$ cat src/rtl/multicycle_control_fsm.sv
// Moore-style control FSM for a multicycle MIPS datapath with a shared ALU,
// a unified instruction/data memory and IR/ALUOut registers. Memory accesses
// use a ready handshake guarded by a wait counter that aborts a stalled access.
module multicycle_control_fsm #(
    parameter int MEM_TIMEOUT = 15,
    parameter int TIMEOUT_W   = 4
) (
    input  logic       clk,
    input  logic       reset,
    input  logic [5:0] Opcode,
    input  logic       Zero,
    input  logic       mem_ready,
    output logic       IorD,
    output logic       MemRead,
    output logic       MemWrite,
    output logic       IRWrite,
    output logic       RegDst,
    output logic       MemtoReg,
    output logic       RegWrite,
    output logic       ALUSrcA,
    output logic [1:0] ALUSrcB,
    output logic [2:0] ALUOp,
    output logic [1:0] PCSource,
    output logic       PCWrite,
    output logic [3:0] State,
    output logic       mem_err,
    output logic       illegal_op
);

    typedef enum logic [3:0] {
        FETCH     = 4'd0,
        DECODE    = 4'd1,
        MEM_ADDR  = 4'd2,
        MEM_READ  = 4'd3,
        MEM_WB    = 4'd4,
        MEM_WRITE = 4'd5,
        EXEC_R    = 4'd6,
        R_WB      = 4'd7,
        EXEC_I    = 4'd8,
        I_WB      = 4'd9,
        BRANCH    = 4'd10,
        JUMP      = 4'd11
    } state_t;

    localparam logic [5:0] OP_RTYPE = 6'h00;
    localparam logic [5:0] OP_J     = 6'h02;
    localparam logic [5:0] OP_BEQ   = 6'h04;
    localparam logic [5:0] OP_BNE   = 6'h05;
    localparam logic [5:0] OP_ADDI  = 6'h08;
    localparam logic [5:0] OP_ANDI  = 6'h0C;
    localparam logic [5:0] OP_ORI   = 6'h0D;
    localparam logic [5:0] OP_LUI   = 6'h0F;
    localparam logic [5:0] OP_LW    = 6'h23;
    localparam logic [5:0] OP_SW    = 6'h2B;

    // The counter holds (cycles already waited); the abort fires on the
    // MEM_TIMEOUT-th stalled cycle of an access.
    localparam logic [TIMEOUT_W-1:0] TIMEOUT_LIMIT = TIMEOUT_W'(MEM_TIMEOUT - 1);
    localparam logic [TIMEOUT_W-1:0] CNT_ONE       = TIMEOUT_W'(1);

    state_t               state_r;
    state_t               next_state_s;
    logic [TIMEOUT_W-1:0] wait_cnt_r;
    logic [TIMEOUT_W-1:0] wait_cnt_next_s;
    logic                 mem_state_s;
    logic                 timeout_s;

    assign State = state_r;

    // Memory-wait bookkeeping: detect a stalled access and compute the next count.
    always_comb begin
        mem_state_s     = 1'b0;
        timeout_s       = 1'b0;
        wait_cnt_next_s = {TIMEOUT_W{1'b0}};
        if ((state_r == FETCH) || (state_r == MEM_READ) || (state_r == MEM_WRITE)) begin
            mem_state_s = 1'b1;
        end else begin
            mem_state_s = 1'b0;
        end
        if (mem_state_s && !mem_ready && (wait_cnt_r == TIMEOUT_LIMIT)) begin
            timeout_s = 1'b1;
        end else begin
            timeout_s = 1'b0;
        end
        // Leaving a memory state requires ready or timeout, so clearing on
        // those also clears the count on every entry (including a refetch).
        if (mem_state_s && !mem_ready && !timeout_s) begin
            wait_cnt_next_s = wait_cnt_r + CNT_ONE;
        end else begin
            wait_cnt_next_s = {TIMEOUT_W{1'b0}};
        end
    end

    // State and wait-counter registers with asynchronous active-low reset.
    always_ff @(posedge clk or negedge reset) begin
        if (!reset) begin
            state_r    <= FETCH;
            wait_cnt_r <= {TIMEOUT_W{1'b0}};
        end else begin
            state_r    <= next_state_s;
            wait_cnt_r <= wait_cnt_next_s;
        end
    end

    // Next-state decode and per-state datapath controls.
    always_comb begin
        next_state_s = FETCH;
        IorD         = 1'b0;
        MemRead      = 1'b0;
        MemWrite     = 1'b0;
        IRWrite      = 1'b0;
        RegDst       = 1'b0;
        MemtoReg     = 1'b0;
        RegWrite     = 1'b0;
        ALUSrcA      = 1'b0;
        ALUSrcB      = 2'b00;
        ALUOp        = 3'b000;
        PCSource     = 2'b00;
        PCWrite      = 1'b0;
        mem_err      = 1'b0;
        illegal_op   = 1'b0;
        case (state_r)
            FETCH: begin
                // PC+4 computed while the instruction is read; writes are
                // gated by reset so nothing commits while it is asserted.
                MemRead = 1'b1;
                ALUSrcB = 2'b01;
                if (mem_ready) begin
                    IRWrite      = reset;
                    PCWrite      = reset;
                    next_state_s = DECODE;
                end else if (timeout_s) begin
                    mem_err      = reset;
                    next_state_s = FETCH;
                end else begin
                    next_state_s = FETCH;
                end
            end
            DECODE: begin
                // Speculative branch target (PC + imm<<2) into ALUOut.
                ALUSrcB = 2'b11;
                case (Opcode)
                    OP_RTYPE:                         next_state_s = EXEC_R;
                    OP_LW, OP_SW:                     next_state_s = MEM_ADDR;
                    OP_ADDI, OP_ORI, OP_ANDI, OP_LUI: next_state_s = EXEC_I;
                    OP_BEQ, OP_BNE:                   next_state_s = BRANCH;
                    OP_J:                             next_state_s = JUMP;
                    default: begin
                        illegal_op   = 1'b1;
                        next_state_s = FETCH;
                    end
                endcase
            end
            MEM_ADDR: begin
                ALUSrcA = 1'b1;
                ALUSrcB = 2'b10;
                if (Opcode == OP_LW) begin
                    next_state_s = MEM_READ;
                end else if (Opcode == OP_SW) begin
                    next_state_s = MEM_WRITE;
                end else begin
                    next_state_s = FETCH;
                end
            end
            MEM_READ: begin
                IorD    = 1'b1;
                MemRead = 1'b1;
                if (mem_ready) begin
                    next_state_s = MEM_WB;
                end else if (timeout_s) begin
                    mem_err      = reset;
                    next_state_s = FETCH;
                end else begin
                    next_state_s = MEM_READ;
                end
            end
            MEM_WB: begin
                MemtoReg     = 1'b1;
                RegWrite     = 1'b1;
                next_state_s = FETCH;
            end
            MEM_WRITE: begin
                IorD     = 1'b1;
                MemWrite = 1'b1;
                if (mem_ready) begin
                    next_state_s = FETCH;
                end else if (timeout_s) begin
                    mem_err      = reset;
                    next_state_s = FETCH;
                end else begin
                    next_state_s = MEM_WRITE;
                end
            end
            EXEC_R: begin
                ALUSrcA      = 1'b1;
                ALUSrcB      = 2'b00;
                ALUOp        = 3'b010;
                next_state_s = R_WB;
            end
            R_WB: begin
                RegDst       = 1'b1;
                RegWrite     = 1'b1;
                next_state_s = FETCH;
            end
            EXEC_I: begin
                ALUSrcA = 1'b1;
                ALUSrcB = 2'b10;
                case (Opcode)
                    OP_ADDI: ALUOp = 3'b000;
                    OP_ORI:  ALUOp = 3'b011;
                    OP_ANDI: ALUOp = 3'b100;
                    OP_LUI:  ALUOp = 3'b101;
                    default: ALUOp = 3'b000;
                endcase
                next_state_s = I_WB;
            end
            I_WB: begin
                RegWrite     = 1'b1;
                next_state_s = FETCH;
            end
            BRANCH: begin
                // Compare rs-rt; the PC takes the target held in ALUOut.
                ALUSrcA  = 1'b1;
                ALUSrcB  = 2'b00;
                ALUOp    = 3'b001;
                PCSource = 2'b01;
                if (Opcode == OP_BEQ) begin
                    PCWrite = Zero;
                end else if (Opcode == OP_BNE) begin
                    PCWrite = ~Zero;
                end else begin
                    PCWrite = 1'b0;
                end
                next_state_s = FETCH;
            end
            JUMP: begin
                PCSource     = 2'b10;
                PCWrite      = 1'b1;
                next_state_s = FETCH;
            end
            default: begin
                // Unreachable encodings: idle outputs, recover to FETCH.
                next_state_s = FETCH;
            end
        endcase
    end

endmodule
$ cat config.mk
export PLATFORM = sky130hd
export DESIGN_NAME = multicycle_control_fsm
export DESIGN_NICKNAME = d
export VERILOG_FILES = /design/src/rtl/multicycle_control_fsm.sv
export SDC_FILE = /design/constraint.sdc
export NUM_CORES = 1
export LEC_CHECK = 0
export BUFFER_PORTS_ARGS = -buffer_cell sky130_fd_sc_hd__buf_2
export CORE_MARGIN = 2
export CORE_UTILIZATION = 44
export CTS_CLUSTER_SIZE = 14
export DETAILED_ROUTE_END_ITERATION = 12
export PLACE_DENSITY = 0.75
export SYNTH_ARGS = -nofsm -noshare
export SYNTH_HDL_FRONTEND = slang
export SYNTH_SLANG_ARGS = --single-unit
$ cat constraint.sdc
create_clock -name clk -period 1.61 [get_ports clk]
set_input_delay 0.322 -clock clk [delete_from_list [all_inputs] [get_ports clk]]
set_output_delay 0.322 -clock clk [all_outputs]
set_load 0.005 [all_outputs]
==> summary by stage, run 1 <==
Outcome
The flow ran to the end, but the final reports show violations. The checks that failed: negative setup slack.

Floorplanning
The initial cell density of the core is 0.456. The die height is 48.4 um. Pin placement for this block handled 32 I/O pins. The standard cell core area is 0.00190 sq mm. The initialized floorplan defines 16 standard-cell rows. The floorplan step defined a die boundary enclosing 0.00234 sq mm. Measured along the x axis, the die boundary spans 48.4 um.

Yosys
The post-synth net total is 122. The post-synthesis instance area is 867 sq um. The cell type with the highest aggregate area in the netlist is dfrtp_1. By area the synthesized netlist is led by dfrtp_1 (23%), nor2_1 (7.4%), nand2b_1 (5.8%).

The async set or reset register ratio after synthesis is 1.00. Synthesis produced a netlist whose cell count is 110. During synthesis, Yosys emitted a total of 0 warnings. Counting flops and latches in the post-synthesis netlist gives 8. The most common flop cell mapped by yosys is dfrtp_1.

In this run, synthesis inferred 0 flip-flops with an integrated enable. The share of the Yosys chip area taken by registers is 0.231. The top cell type's share of synthesized area is 0.231.

Averaged over all synthesized cells, the footprint is 7.88 sq um. Yosys mapped the design onto 40 distinct sky130hd cell types.

Critical path
The launching point of the worst reg2reg path is State[0]. The signal arrival time at the worst endpoint is 1.64 ns. Measured in cells, the most critical reg-to-reg path has a length of 6. The capturing element type of the critical path is an output pin. The cell depth of the worst setup path is 5. The start-to-end type of the worst setup path is reg -> out. The number of buffers and inverters on the critical path is 1. Traced cell by cell, the critical path runs through nor4b_4 > nand4_1 > or2_1 > o22ai_2 > buf_2. The launching element type of the critical path is a register. The slowest cell on the critical path is dfrtp_2. Along the worst path, the maximum fanout reaches 4.

On the worst path, the slowest cell contributes a delay of 0.45 ns. The setup slack of the worst register-to-register path is -0.03 ns. The worst path required time is 1.29 ns.

The endpoint identified for the worst register-to-register timing path is State[1]. The cell family contributing the most delay on the critical path is simple AND/OR/NAND/NOR gates.

Global route
The maximum number of pins on one net before global-route repair is 14. In the global route stage, overall resource usage came out at 0.243. For this run the aggregate overflow at the end of global routing stands at 0. The first global-routing pass estimated 4550 um of wire. The number of antenna violations at the first check in global routing came to 0. The via count of the first global-routing pass came to 1050.

Timing
The count of endpoints failing hold in the final timing report is 0. The accumulated negative setup slack is -2.88 ns. Of the available clock period, the critical path in the final layout requires 1.22.

The max-slew violation total from the final report is 0. The tightest hold path in the finished design has a slack of 0.508 ns. The final count of negative-setup-slack endpoints is 16. The worst-margin pin slew is 0.377 ns. The timing-limited maximum frequency is 0.510 GHz.

Across the routed clock network, the largest skew measured is 0.0135 ns. The minimum clock period is 1.96 ns. Once routing completed, OpenROAD measured the worst setup slack at -0.352 ns. Setup repair after global routing could not meet its margin everywhere. Measured against its own limit, the worst slew margin works out to 0.748.

Drt
The remaining number of nets flagged by the antenna check after routing is 0. The detailed router placed 1058 vias in this run. The average wire length per cell after detail routing is 14.6 um. Using the TritonRoute via totals, the vias-per-cell ratio works out to 5.48.

After detailed routing, the number of remaining DRC violations is 0. The first TritonRoute pass finished after 4 iterations. Wires add up to 2810 um. In this run, the number of DRC markers left after iteration 0 of detailed routing was 20.

Cells and area
In the layout the commonest cells are buf_2 (32), buf_4 (19), nor2_1 (14). The layout has 126 filler cells. The proportion of layout cells with a drive suffix above 1 is 0.590. The repair_antennas step left the layout with diodes totalling 0. The library cell used most frequently in the layout, excluding fill and tap cells, is buf_2. Relative to the synthesized area, the layout overhead comes to 70.0%. Measured on the finished design, the core utilization comes to 0.775.

The layout net count is 180.

Clocking
CTS built an H-tree with a depth of 1. The maximum root-to-sink buffer count is 2. Clock-pin slew was measured on the worst setup and hold paths at 0.05 ns. The TritonCTS clock tree is done. The clock latency on the worst-skew pair is 0.26 ns. The tree built by TritonCTS fans out to 8 sinks. The tree is rooted in a clkbuf_4.

The number of clock buffers added by TritonCTS is 3.

Placed design
Buffers placed on the I/O ports in this run total 31. The post-DP HPWL is 1820 um. The pre-CTS setup slack is -0.124 ns. The congestion estimate from routability-driven global placement came to 0.776.

Power
The leakage power total is 0.691 nW. The ratio of total power to cell area is 747 mW/mm^2. VDD sags by at most 0.000788 V.

Run
Max-cap violations in this run came to 0.

Hold path
The tightest min-delay check is of the reg -> reg type. The instance count along the most critical hold path is 1. The startpoint identified for the worst hold timing path is wait_cnt_r[0].

The worst hold path terminates at wait_cnt_r[0].
[report_power, final]
group	switching, mW	internal [mW]
Clock	0.0713	0.0855
Sequential	0.0384	0.229
Combinational	0.312	0.364
Total	0.422	0.679
[repair_timing]
action / 4_1_cts / 5_1_grt
endpoints found under the setup margin: 19 / 21
resized for setup: 20 / 29
hold buffers: 1 / 0
hold endpoints to repair: 8 / 0
buffers inserted: 9 / 4
gates cloned: 1 / 0
pin swaps: 8 / 7
[state kept, by name, indices dropped and copies added (netlist names)]
signal      count
wait_cnt_r      4
State           4
[worst max-delay path by stage]
stage	slack, ns	from	end
floorplan	-0.03	State[1]	illegal_op
global placement	-0.1	State[0]	ALUOp[1]
detailed placement	-0.12	State[0]	ALUOp[1]
CTS	-0.35	State[0]	ALUOp[1]
global route	-0.42	State[2]	ALUOp[1]
finish	-0.35	State[2]	ALUOp[1]
[logic make-up after synthesis]
logic type	count (synthesis)	synth area share
fa+ha+maj	2	0.0289
simple gates	60	0.387
mux	3	0.0519
flops	8	0.231
buf+inv	12	0.0750
xor+xnor	8	0.0895
compound gates	17	0.137
[final cells by class]
cell class                 instances  area [sq um]  area share
multi-input combinational         90           763       0.518
timing repair buffer              62           438       0.297
sequential                         8           205       0.139
tap                               27          33.8      0.0229
clock buffer                       3          22.5      0.0153
inverter                           3          11.3     0.00764
[per-layer routing]
metal	wire (um)	global-route usage
met5	0	0
met2	1440	0.449
met4	55	0.0619
met1	1180	0.291
met3	141	0.0432
[metrics by stage]
stage / power (mW) / instance area (sq um) / cells
finish: 1.10 / 1470 / 193
global route: 1.18 / 1470 / 193
CTS: 0.994 / 1340 / 191
detailed placement: 0.746 / 1160 / 178
global placement: 0.733 / 1160 / 178
floorplan: 0.549 / 878 / 110
[synth_stat cells (3+ instances only)]
cell and instances:
nand2_1 5, nand3_1 8, a21oi_1 3, dfrtp_1 8, inv_1 3, buf_2 6, nor3_1 6, xor2_1 3
o22ai_1 3, xnor2_1 4, nor2_1 17, nand2b_1 8
Note: power is estimated with default switching activity, not from simulation.
==> inputs of run 2 (changes only) <==
Settings changed: CORE_ASPECT_RATIO set to 1.25.
==> run 2 against run 1 <==
The run still ends with negative setup slack left. Core utilization increased by 4.6 points. Worst hold slack lost 0.50 ns. Combinational power rose by 6.4%. Die area hardly changed. Critical endpoint unchanged. Largest power group unchanged.
==> summary by stage, run 2 (same netlist as run 1, synthesis figures left out) <==
Outcome
The flow ran to the end, but the final reports show violations. The final reports fail on negative setup slack.

Cells and area
The sequential cell area in the final layout is 204 sq um (-0.61%). In the layout the commonest cells are buf_2 (31), buf_4 (17), nor2_1 (14). The proportion of layout cells with a drive suffix above 1 came to 0.594 (+0.00358).

The area added between synthesis and finish is 71.1%. The commonest non-fill, non-tap cell in the layout is buf_2. The multi-input combinational cell area came to 768 sq um (+0.66%). The layout net count is 179 (-0.56%). The filler cell count is 110 (-13%).

The final antenna diode count is 0 (unchanged).

Drt
The routed via count is 1071 (+1.2%). The number of design rule violations left after detail routing is 0 (unchanged). The average wire length per cell after detail routing is 16.8 um (+16%). The remaining number of nets flagged by the antenna check after routing was 0 (unchanged).

The number of vias per cell is 5.82 (+6.2%). The routed wire length was 3100 um (+10%). The number of optimization iterations in the first detailed-route pass was 4 (unchanged). The iteration-0 DRC count of the detailed router came to 27 (+35%).

Placed design
The pre-CTS setup slack is -0.117 ns (+0.00624 ns). The post-DP HPWL is 1790 um (-1.3%). The number of buffer cells added on primary ports was 31 (unchanged). The global placer's final weighted congestion is 0.788 (+1.6%).

Floorplanning
The count of boundary I/O pins is 32 (unchanged). The standard cell core area is 0.00181 sq mm (-4.9%). The initial cell density of the core was 0.480 (+0.0237). The number of standard-cell rows in the floorplan is 17 (+1). The x dimension of the die is 43.7 um (-9.7%). The area of the die is 0.00234 sq mm (about the same). The die height is 53.6 um (+11%).

Critical path
The critical path goes through nor4b_4 > nand4_1 > or2_1 > o22ai_2 > buf_2. The start-to-end type of the worst setup path is reg -> out. The biggest fanout along the worst timing path is 3 (-1). The worst path required time came to 1.29 ns (about the same). The worst setup path is launched from a register. The setup slack of the worst register-to-register path is -0.02 ns (about the same). The cell family contributing the most delay on the critical path is simple AND/OR/NAND/NOR gates. The startpoint of the worst setup timing path is State[0]. The signal arrival time at the worst endpoint was 1.62 ns (-0.02 ns). The capturing element type of the critical path is an output pin. The peak per-stage delay on the critical path was 0.45 ns (about the same). The critical path buffer and inverter count is 1 (unchanged). In this run the critical register-to-register path is launched from State[0]. For this design, the slowest cell found on the critical path is dfrtp_2.

Power
The internal portion of total power was 0.690 mW (+1.6%). The leakage power total is 0.692 nW (+0.21%). The total net switching power is 0.443 mW (+5.1%).

The part of the total power dissipated in the clock network came to 0.132 (-0.011). The maximum resistive drop on vdd is 0.000853 V (+8.3%). The part of the power in registers is 0.234 (-0.009). The post-route total power is 1.13 mW (+3.0%). The switching part of the total power is 0.391 (+0.00801). The combinational fraction of design power came to 0.634 (+0.019). The ratio of total power to cell area is 764 mW/mm^2 (+2.3%).

Clocking
The cell chosen for the clock root is clkbuf_4. TritonCTS built the clock tree. The number of buffers inserted for hold repair after clock tree synthesis was 0 (-1). The TritonCTS sink count came to 8 (unchanged).

The clock latency on the worst-skew pair is 0.25 ns (about the same). The clock transition time at the flip-flop clock pins of the worst setup and hold paths is 0.06 ns (about the same). The maximum root-to-sink buffer count is 2 (unchanged). The maximum level of the CTS H-tree is 1 (unchanged). The number of buffers added by the clock tree synthesis step is 3 (unchanged).

Global route
The aggregate global-route resource usage is 0.243 (about the same). The maximum number of pins on one net before global-route repair is 16 (+2). The global-route wire length before repair is 4250 um (-6.7%). The number of antenna violations at the first check in global routing is 0 (unchanged). The overflow left after global routing is 0 (unchanged). The via count of the first global-routing pass is 944 (-10%).

Timing
The final count of negative-setup-slack endpoints is 20 (+4). The worst clock skew came to 0.00754 ns (-0.00593 ns). The hold slack is 0.00598 ns (-0.502 ns). The worst-margin pin slew is 0.345 ns (-0.0317 ns).

The headroom to the max-slew limit was 0.769 (+0.0214). The minimum clock period came to 1.95 ns (-0.0169 ns). The count of endpoints failing hold in the final timing report is 0 (unchanged). The setup slack after layout was -0.335 ns (+0.0169 ns).

The share of the clock period used by the worst path is 1.21 (-0.0105). The timing-limited maximum frequency came to 0.514 GHz (+0.87%). The max-slew violation total from the final report was 0 (unchanged). Setup repair after global routing could not meet its margin everywhere.

Hold path
The type of the most critical hold path is in -> async.

Run
The max-cap check violation count is 0 (unchanged).
==> run 2: path summary, 6_finish.rpt <==
path / endpoint / depth (start not counted)
worst min register to register: wait_cnt_r[0] / 1
worst max register to register: State[1] / 6
worst max-delay path: ALUOp[1] / 5
min in group clk: State[2] / 3
max in group asynchronous: State[0] / 2
worst min-delay path: wait_cnt_r[3] / 2
==> run 2: final cells by class <==
cell class | instances | share of cell area
multi-input cells | 90 | 0.518
repair buffers | 61 | 0.306
flip-flops and latches | 8 | 0.137
well taps | 19 | 0.0160
clock buffers | 3 | 0.0152
inverters | 3 | 0.00759
==> run 2: power groups by stage <==
stage	Sequential, mW	Combinational [mW]	Clock, mW
after floorplan	0.261	0.289	0
after global placement	0.254	0.479	0
after detailed placement	0.257	0.487	0
after CTS	0.261	0.592	0.157
after global routing	0.268	0.770	0.166
final	0.265	0.719	0.150
==> run 2: repair_timing <==
item	4_1_cts	5_1_grt
setup endpoints to repair	20	21
pin swaps	7	9
resized for setup	26	26
setup buffers	6	7
cloned	0	0
==> run 2: metrics by stage <==
stage	instances	setup TNS [ns]	util	area (sq um)
final	184	-3.24	0.821	1480
after global routing	184	-4.38	0.821	1480
after CTS	178	-3.13	0.728	1320
after detailed placement	170	-0.340	0.634	1150
after global placement	170	-0.197	0.634	1150
after floorplan	110	-0.0316	-	878
==> run 2: metal layers <==
| metal | routed length, um | GRT usage | part of all wire | up-vias |
|---|---|---|---|---|
| met5 | 0 | 0 | 0 | - |
| met2 | 1600 | 0.414 | 0.52 | 31 |
| li1 | - | - | - | 505 |
| met3 | 115 | 0.0570 | 0.037 | 8 |
| met1 | 1320 | 0.306 | 0.43 | 527 |
| met4 | 56 | 0.0657 | 0.018 | 0 |
==> inputs of run 3 (changes only) <==
Settings changed: CORE_MARGIN 2 to not set.
==> run 3 against run 2 <==
The flow still finishes with violations (negative setup slack). Combinational power increased by 28%. Cell area increased by 13%. Register-to-register slack got worse by 0.17 ns. Sequential share of layout area fell by 1.6 points. Critical path type unchanged. Largest power group unchanged.
==> summary by stage, run 3 (same netlist as run 1, synthesis figures left out) <==
Drt
The routed via count was 1285 (+20%). The iteration-0 DRC count of the detailed router is 75 (+180%). The routed wire length is 4310 um (+39%). The number of design rule violations left after detail routing was 0 (unchanged). The number of vias per cell came to 6.46 (+11%). The number of optimization iterations in the first detailed-route pass is 4 (unchanged). The average wire length per cell after detail routing is 21.7 um (+29%).

The remaining number of nets flagged by the antenna check after routing is 0 (unchanged).

Timing
The count of endpoints failing hold in the final timing report is 0 (unchanged). The worst clock skew came to 0.00724 ns (-0.000292 ns). The timing-limited maximum frequency is 0.483 GHz (-6.1%). The setup slack after layout is -0.461 ns (-0.126 ns). The accumulated negative setup slack is -4.17 ns (-0.926 ns). The share of the clock period used by the worst path is 1.29 (+0.0784). The headroom to the max-slew limit came to 0.767 (-0.00209). The minimum clock period is 2.07 ns (+0.126 ns). The worst-margin pin slew is 0.348 ns (+0.00328 ns). The final count of negative-setup-slack endpoints was 22 (+10%).

The hold slack was 0.526 ns (+0.520 ns). Setup repair after global routing could not meet its margin everywhere. The max-slew violation total from the final report came to 0 (unchanged).

Placed design
The instance area after placement is 0.00113 sq mm (-1.3%). The global placer's final weighted congestion came to 0.820 (+4.1%). The number of buffer cells added on primary ports was 31 (unchanged).

The post-DP HPWL is 1790 um (-0.28%).

Power
The leakage power total is 0.802 nW (+16%). The maximum resistive drop on vdd is 0.000778 V (-8.8%). The ratio of total power to cell area is 802 mW/mm^2 (+5.0%).

Cells and area
The final cell utilization of the core was 0.931 (+0.110). The commonest non-fill, non-tap cell in the layout is buf_2. The final design instance area without fill is 0.00168 sq mm (+13%).

The layout net count is 194 (+8.4%). In the layout the commonest cells are buf_2 (31), buf_4 (27), buf_6 (11). The sequential cell area in the final layout is 204 sq um (unchanged). Compared with the post-synthesis result, the final layout area differs by 94.1%. The multi-input combinational cell area is 807 sq um (+5.0%). The proportion of layout cells with a drive suffix above 1 came to 0.633 (+0.0394).

The final antenna diode count is 0 (unchanged). The filler cell count is 64 (-42%).

Clocking
The maximum level of the CTS H-tree is 1 (unchanged). The TritonCTS sink count is 8 (unchanged). The number of buffers added by the clock tree synthesis step is 3 (unchanged). The clock transition time at the flip-flop clock pins of the worst setup and hold paths was 0.06 ns (about the same).

The TritonCTS clock tree is done. The maximum root-to-sink buffer count was 2 (unchanged). The cell chosen for the clock root is clkbuf_4. The clock latency on the worst-skew pair is 0.26 ns (about the same).

Global route
The global-route wire length before repair is 5020 um (+18%). The overflow left after global routing is 0 (unchanged). The via count of the first global-routing pass is 1072 (+14%). The number of antenna violations at the first check in global routing is 0 (unchanged). The maximum number of pins on one net before global-route repair was 17 (+1). The aggregate global-route resource usage is 0.303 (+0.0601).

Critical path
The launching element type of the critical path is a register. The signal arrival time at the worst endpoint is 1.75 ns (+0.13 ns). The endpoint identified for the worst register-to-register timing path is State[2]. The critical path is of the reg -> out type.

Tracing the worst setup path back leads to its startpoint at State[0]. The setup slack of the worst register-to-register path came to -0.19 ns (-0.17 ns). The biggest fanout along the worst timing path is 4 (+1).

The worst path required time is 1.29 ns (about the same). The number of cells traversed by the worst register-to-register path is 8 (+2). The startpoint identified for the worst register-to-register timing path is State[0].

The capturing element type of the critical path is an output pin.

Outcome
The checks that failed: negative setup slack. The flow ran to the end, but the final reports show violations.

Floorplanning
The count of boundary I/O pins is 32 (unchanged). The area of the die is 0.00215 sq mm (-8.1%). The x dimension of the die is 41.7 um (-4.6%). The die height came to 51.6 um (-3.7%). The number of standard-cell rows in the floorplan was 17 (unchanged).

The initial cell density of the core was 0.480 (unchanged). The standard cell core area is 0.00181 sq mm (unchanged).

Hold path
The worst hold path begins at wait_cnt_r[0]. The path with the worst hold slack has its endpoint at wait_cnt_r[0]. Counting instances, the worst hold path has a depth of 1. The type of the most critical hold path is reg -> reg.

Run
The max-cap check violation count is 0 (unchanged).
==> run 3: cell type report <==
class	count	share of cell area
inverter	3	0.00669
multi-input combinational	90	0.480
clock buffer	3	0.0134
timing repair buffer	76	0.365
sequential	8	0.121
tap	19	0.0141
==> run 3: metal layers <==
metal / wire length (um) / global-route usage
met3: 386 / 0.0590
met4: 242 / 0.113
met1: 1570 / 0.383
met2: 2110 / 0.510
met5: 0 / 0
==> run 3: critical path, stage by stage, from the launching register on <==
cell and delay (ns):
dfrtp_2 0.46, nor4b_4 0.31, nand4_1 0.15, or2_1 0.27, o21ai_0 0.13, buf_2 0.17
==> run 3: how the worst max path moves through the flow <==
stage,end,slack (ns),cells after the start
6_report,ALUOp[0],-0.46,5
3_3_place_gp,ALUOp[1],-0.08,5
4_1_cts,ALUOp[1],-0.33,5
2_1_floorplan,illegal_op,-0.03,5
3_5_place_dp,ALUOp[1],-0.13,5
5_1_grt,ALUOp[0],-0.54,5
==> run 3: power breakdown <==
| group | total (mW) | switching, mW | internal [mW] |
|---|---|---|---|
| Sequential | 0.272 | 0.0433 | 0.229 |
| Combinational | 0.923 | 0.413 | 0.509 |
| Clock | 0.154 | 0.0689 | 0.0853 |
| Total | 1.35 | 0.526 | 0.823 |
==> run 3: timing repair <==
item	4_1_cts	5_1_grt
buffers inserted	14	13
cloned	1	1
gates resized for setup	28	37
hold buffers	2	0
setup endpoints to repair	20	26
endpoints found under the hold margin	4	0
pin swaps	13	13
==> run 3: per-stage QoR <==
step	instances	worst slack (ns)	total power, mW
after CTS	188	-0.333	1.10
final	199	-0.461	1.35
after global placement	168	-0.0797	0.725
after detailed placement	168	-0.131	0.750
after global routing	199	-0.535	1.39
after floorplan	110	-0.0282	0.549
